### config.mk
export PLATFORM = sky130hd
export DESIGN_NAME = truth_table_sweeper
export DESIGN_NICKNAME = d
export VERILOG_FILES = /design/src/rtl/truth_table_sweeper.sv
export SDC_FILE = /design/constraint.sdc
export NUM_CORES = 1
export LEC_CHECK = 0
export BUFFER_PORTS_ARGS = -buffer_cell sky130_fd_sc_hd__buf_2
export CAP_MARGIN = 20
export CORE_MARGIN = 3
export CORE_UTILIZATION = 48
export CTS_CLUSTER_DIAMETER = 150
export DETAILED_ROUTE_END_ITERATION = 8
export HOLD_SLACK_MARGIN = 0.02
export PLACE_DENSITY = 0.74
export SYNTH_ARGS = -nofsm -noshare
export SYNTH_HDL_FRONTEND = slang
export SYNTH_SLANG_ARGS = --single-unit
export TNS_END_PERCENT = 1
### constraint.sdc
create_clock -name clk -period 1.84 [get_ports clk]
set_input_delay 0.368 -clock clk [delete_from_list [all_inputs] [get_ports clk]]
set_output_delay 0.368 -clock clk [all_outputs]
set_load 0.03 [all_outputs]
### src/rtl/truth_table_sweeper.sv
// Exhaustive stimulus generator and checker for an N_IN-input, 1-output
// combinational block. Walks stim through 0..2^N_IN-1 in ascending order,
// holds each vector for SETTLE+1 cycles and samples dut_y on the last cycle.
// Each sample is compared with the golden EXPECTED truth table. The block
// counts mismatches (saturating) and latches the first failing index.
module truth_table_sweeper #(
  parameter int                    N_IN     = 3,
  parameter int                    SETTLE   = 2,
  parameter logic [(1<<N_IN)-1:0]  EXPECTED = 8'b1110_1000
) (
  input  logic            clk,
  input  logic            rst_n,
  input  logic            start,
  input  logic            loop_en,
  input  logic            dut_y,
  output logic [N_IN-1:0] stim,
  output logic            busy,
  output logic            done,
  output logic            pass,
  output logic [N_IN:0]   err_count,
  output logic            first_err_valid,
  output logic [N_IN-1:0] first_err_idx,
  output logic            sample_valid,
  output logic [N_IN-1:0] sample_idx,
  output logic            sample_y
);

  // The settle counter only has to reach SETTLE-1.
  localparam int CNT_W = (SETTLE > 1) ? $clog2(SETTLE) : 1;
  localparam logic [CNT_W-1:0] SETTLE_LAST = CNT_W'(SETTLE - 1);
  localparam logic [N_IN-1:0]  LAST_IDX    = '1;

  localparam logic [1:0] ST_IDLE   = 2'd0;
  localparam logic [1:0] ST_SETTLE = 2'd1;
  localparam logic [1:0] ST_SAMPLE = 2'd2;
  localparam logic [1:0] ST_DONE   = 2'd3;

  logic [1:0]       state;
  logic [CNT_W-1:0] settle_cnt;
  logic             mismatch;
  logic [N_IN:0]    err_next;

  // Compare the current sample with the golden bit and form the saturated count.
  always_comb begin
    // NOTE: every always_comb output gets a default first so no latch is inferred.
    mismatch = 1'b0;
    err_next = err_count;
    mismatch = (dut_y != EXPECTED[stim]);
    if (mismatch && (err_count != '1)) begin
      err_next = err_count + 1'b1;
    end
  end

  // Sweep sequencer: start, settle, sample, advance or finish.
  always_ff @(posedge clk or negedge rst_n) begin
    // NOTE: non-blocking assignments keep every register update tied to the same edge, independent of statement order.
    if (!rst_n) begin
      state           <= ST_IDLE;
      settle_cnt      <= '0;
      stim            <= '0;
      busy            <= 1'b0;
      done            <= 1'b0;
      pass            <= 1'b0;
      err_count       <= '0;
      first_err_valid <= 1'b0;
      first_err_idx   <= '0;
      sample_valid    <= 1'b0;
      sample_idx      <= '0;
      sample_y        <= 1'b0;
    end else begin
      sample_valid <= 1'b0;
      case (state)
        ST_IDLE, ST_DONE: begin
          if (start) begin
            state           <= ST_SETTLE;
            stim            <= '0;
            settle_cnt      <= '0;
            busy            <= 1'b1;
            done            <= 1'b0;
            pass            <= 1'b0;
            err_count       <= '0;
            first_err_valid <= 1'b0;
            first_err_idx   <= '0;
          end
        end
        ST_SETTLE: begin
          settle_cnt <= settle_cnt + 1'b1;
          if (settle_cnt == SETTLE_LAST) begin
            state <= ST_SAMPLE;
          end
        end
        ST_SAMPLE: begin
          err_count <= err_next;
          if (mismatch && !first_err_valid) begin
            first_err_idx   <= stim;
            first_err_valid <= 1'b1;
          end
          sample_valid <= 1'b1;
          sample_idx   <= stim;
          sample_y     <= dut_y;
          settle_cnt   <= '0;
          if (stim != LAST_IDX) begin
            stim  <= stim + 1'b1;
            state <= ST_SETTLE;
          end else if (loop_en) begin
            // Continuous mode: wrap and keep accumulating across passes.
            stim  <= '0;
            state <= ST_SETTLE;
          end else begin
            // pass uses err_next so the final vector's mismatch is included.
            state <= ST_DONE;
            busy  <= 1'b0;
            done  <= 1'b1;
            pass  <= (err_next == '0);
          end
        end
        default: state <= ST_IDLE;
      endcase
    end
  end

endmodule

==> flow_metrics.env <==
export IMPL_status="complete, no violations"
export IMPL_postSynth_topFlopCell="sky130_fd_sc_hd__dfrtp_1"
export IMPL_synth_top_cell_by_area="sky130_fd_sc_hd__dfrtp_1"
export IMPL_critPathMaxFanout=6
export IMPL_setup_violations=0
export IMPL_grt_max_degree=23
export IMPL_yosys_register_bits=22
export IMPL_post_route_cells_drive_above_1_share_pct=32.47
export IMPL_globalRouteOverflowTotal=0
export IMPL_fmaxAchievable_mhz=566.1
export IMPL_yosysWarningCount=0
export IMPL_syn_area_per_cell_sq_um=9.801
export IMPL_yosys_area_top_type_share_pct=46.81
export IMPL_simple_gate_fraction_of_synth_area_pct=17.13
export IMPL_postLayoutCoreUtil_pct=63.99
export IMPL_postSynthNetCount=132
export IMPL_cap_viol_max_count=0
export IMPL_worst_slew_pin_tran_ps=483.7
export IMPL_synth_xor_area_share_pct=0
export IMPL_combinational_family_with_the_most_area_after_synthesis="simple AND/OR/NAND/NOR gates"
export IMPL_first_global_vias=929
export IMPL_report_power_total_uw=1576
export IMPL_synth_edff_count=0
export IMPL_synthArstFlopShare_pct=100.0
export IMPL_synth_seq_area_share_pct=46.81
export IMPL_cts_buffers=3
export IMPL_final_ws_setup_ps=73.52
export IMPL_place_detailed_hpwl_mm=1.729
export IMPL_critical_path_arrival_ps=1980
export IMPL_finalMaxSlewViolations=0
export IMPL_detailroute_via_count=946
export IMPL_yosys_mux_area_fraction_pct=6.170
export IMPL_clock_skew_ps=3.486
export IMPL_wl_per_cell_um=12.65
export IMPL_layout_cells_most_common="sky130_fd_sc_hd__buf_2"
export IMPL_initial_utilization_pct=51.68
export IMPL_clock_latency_at_the_later_pin_of_the_worst_skew_pair_ps=310
export IMPL_crit_start_category="flip-flop"
export IMPL_clkSlewWorstSetupHoldPaths_ps=120
export IMPL_worst_slew_margin_rel_pct=67.76
export IMPL_std_cell_rows=17
export IMPL_post_layout_nonfiller_instances=182
export IMPL_globalplace_congestion=0.8751
export IMPL_power_leakage_uw=0.0007363
export IMPL_grt_use_total_pct=16.32
export IMPL_synth_compound_area_share_pct=17.02
export IMPL_cts_max_level=1
export IMPL_timing_final_hold_violations=0
export IMPL_power_per_cell_area_nw_per_um2=1082
export IMPL_dieWidth_um=55.50
export IMPL_vias_per_cell=5.198
export IMPL_finalNetCount=167
export IMPL_syn_cell_area_sq_um=1176
export IMPL_drt_drc_violations_left=0
export IMPL_rsz0062_at_grt="true"
export IMPL_post_place_cells=173
export IMPL_post_synth_fa_ha_maj_area_fraction_pct=7.447
export IMPL_die_area_sq_um=3080
export IMPL_hold_class="input pin to flip-flop"
export IMPL_syn_to_layout_area_delta_pct=23.83
export IMPL_insertedDiodeCount=0
export IMPL_grt_first_pass_wirelength_mm=4.091
export IMPL_clock_sink_count=22
export IMPL_period_minus_slack_ps=1766
export IMPL_final_antenna_net_count=0
export IMPL_top_cells_by_area_in_the_synthesized_netlist="sky130_fd_sc_hd__dfrtp_1, sky130_fd_sc_hd__ha_1, sky130_fd_sc_hd__o21ai_0"
export IMPL_dieHeight_um=55.50
export IMPL_design_portCount=24
export IMPL_placement_io_buffers=23
export IMPL_coreArea_sq_um=2276
export IMPL_drt_first_iter_violations=19
export IMPL_firstDrtPassIters=4
export IMPL_tritoncts="yes"
export IMPL_vdd_drop_max_mv=0.8351
export IMPL_yosys_cell_types_count=30
export IMPL_antenna_found_initial=0
export IMPL_worstPathRequired_ps=2050
export IMPL_mostFrequentLayoutCells="sky130_fd_sc_hd__buf_2, sky130_fd_sc_hd__dfrtp_1, sky130_fd_sc_hd__nand2_1, sky130_fd_sc_hd__inv_1, sky130_fd_sc_hd__o21ai_0"
export IMPL_timing_worst_setup_path_type="flip-flop to flip-flop"
export IMPL_place_ws_ps=-34.24
export IMPL_clock_root_buffer="sky130_fd_sc_hd__clkbuf_4"
export IMPL_post_route_period_util_pct=96.00
export IMPL_syn_instance_count=120
export IMPL_drt_total_wl_mm=2.302
export IMPL_clockBufferDepth=2
export IMPL_cp_end_kind="flip-flop"
-- area by class of cell --
class	instances	area [sq um]
clock buffer	4	36.28
multi-input combinational	83	594.3
sequential	22	553.0
fill	179	819.5
inverter	12	45.04
timing repair buffer	33	192.7
tap	28	35.03
-- where the power goes --
group	internal (uW)	switching [uW]	total, uW	leakage (uW)
Combinational	286	404	689	0.000423
Sequential	558	60.0	618	0.000292
Clock	121	147	268	0.0000210
-- worst max-delay path: stages (launching register included) --
cell and delay [ps]:
sky130_fd_sc_hd__dfrtp_2 410, sky130_fd_sc_hd__inv_2 60, sky130_fd_sc_hd__ha_4 140, sky130_fd_sc_hd__nand2b_4 130
sky130_fd_sc_hd__and3b_2 250, sky130_fd_sc_hd__or2_4 270, sky130_fd_sc_hd__a22o_1 180, sky130_fd_sc_hd__a41o_1 220
-- layer usage --
metal	vias up	global-route usage (%)	routed length (um)
li1	478	-	-
met1	441	19.65	1048
met2	23	27.53	1105
met3	4	5.607	125
met4	0	4.514	23
met5	-	0	0
-- registers in the layout (all words and copies together), names as in the netlist --
register and cells:
done 1, sample_valid 1, stim 3, state 2, sample_y 1, settle_cnt 1, pass 1, busy 1
sample_idx 3, first_err_valid 1, err_count 4, first_err_idx 3
-- kinds of logic after synthesis --
logic type / Yosys count
compound gates: 29
fa+ha+maj: 7
simple gates: 40
flops: 22
mux: 7
buf+inv: 15
-- final timing paths --
kind,from,to,slack (ps),cells after the start
max,stim[0],pass,70,7
min,dut_y,sample_y,310,2
max reg2reg,stim[0],pass,70,7
min reg2reg,settle_cnt,settle_cnt,520,2
max in group asynchronous,rst_n,stim[0],950,2
min in group asynchronous,rst_n,sample_idx[0],530,2
-- synth_stat cells, types with 2 or more instances --
master and number:
sky130_fd_sc_hd__nor3_1 4, sky130_fd_sc_hd__clkbuf_1 2, sky130_fd_sc_hd__a22o_1 2, sky130_fd_sc_hd__dfrtp_1 22, sky130_fd_sc_hd__nor2b_1 3, sky130_fd_sc_hd__a21oi_1 6, sky130_fd_sc_hd__mux2i_1 5, sky130_fd_sc_hd__o21ai_0 11
sky130_fd_sc_hd__nor2_1 8, sky130_fd_sc_hd__nand2b_1 5, sky130_fd_sc_hd__o22ai_1 2, sky130_fd_sc_hd__ha_1 7, sky130_fd_sc_hd__mux2_2 2, sky130_fd_sc_hd__nand2_1 14, sky130_fd_sc_hd__inv_1 12
-- stage by stage --
stage | TNS (ps) | area, sq um | hold slack, ps
3_3_place_gp | 0 | 1360 | 362.5
6_report | 0 | 1456 | 307.8
3_5_place_dp | -68.36 | 1360 | 362.2
4_1_cts | -6.726 | 1430 | 295.6
5_1_grt | -42.38 | 1456 | 304.9
2_1_floorplan | -40.99 | 1191 | 72.41
-- timing repair --
action	4_1_cts	5_1_grt
gates resized for setup	1	3
endpoints found under the setup margin	2	9
hold endpoints to repair	22	0
hold buffers	1	0
setup buffers	3	1
pin swaps	1	3
Note: power is estimated with default switching activity, not from simulation.
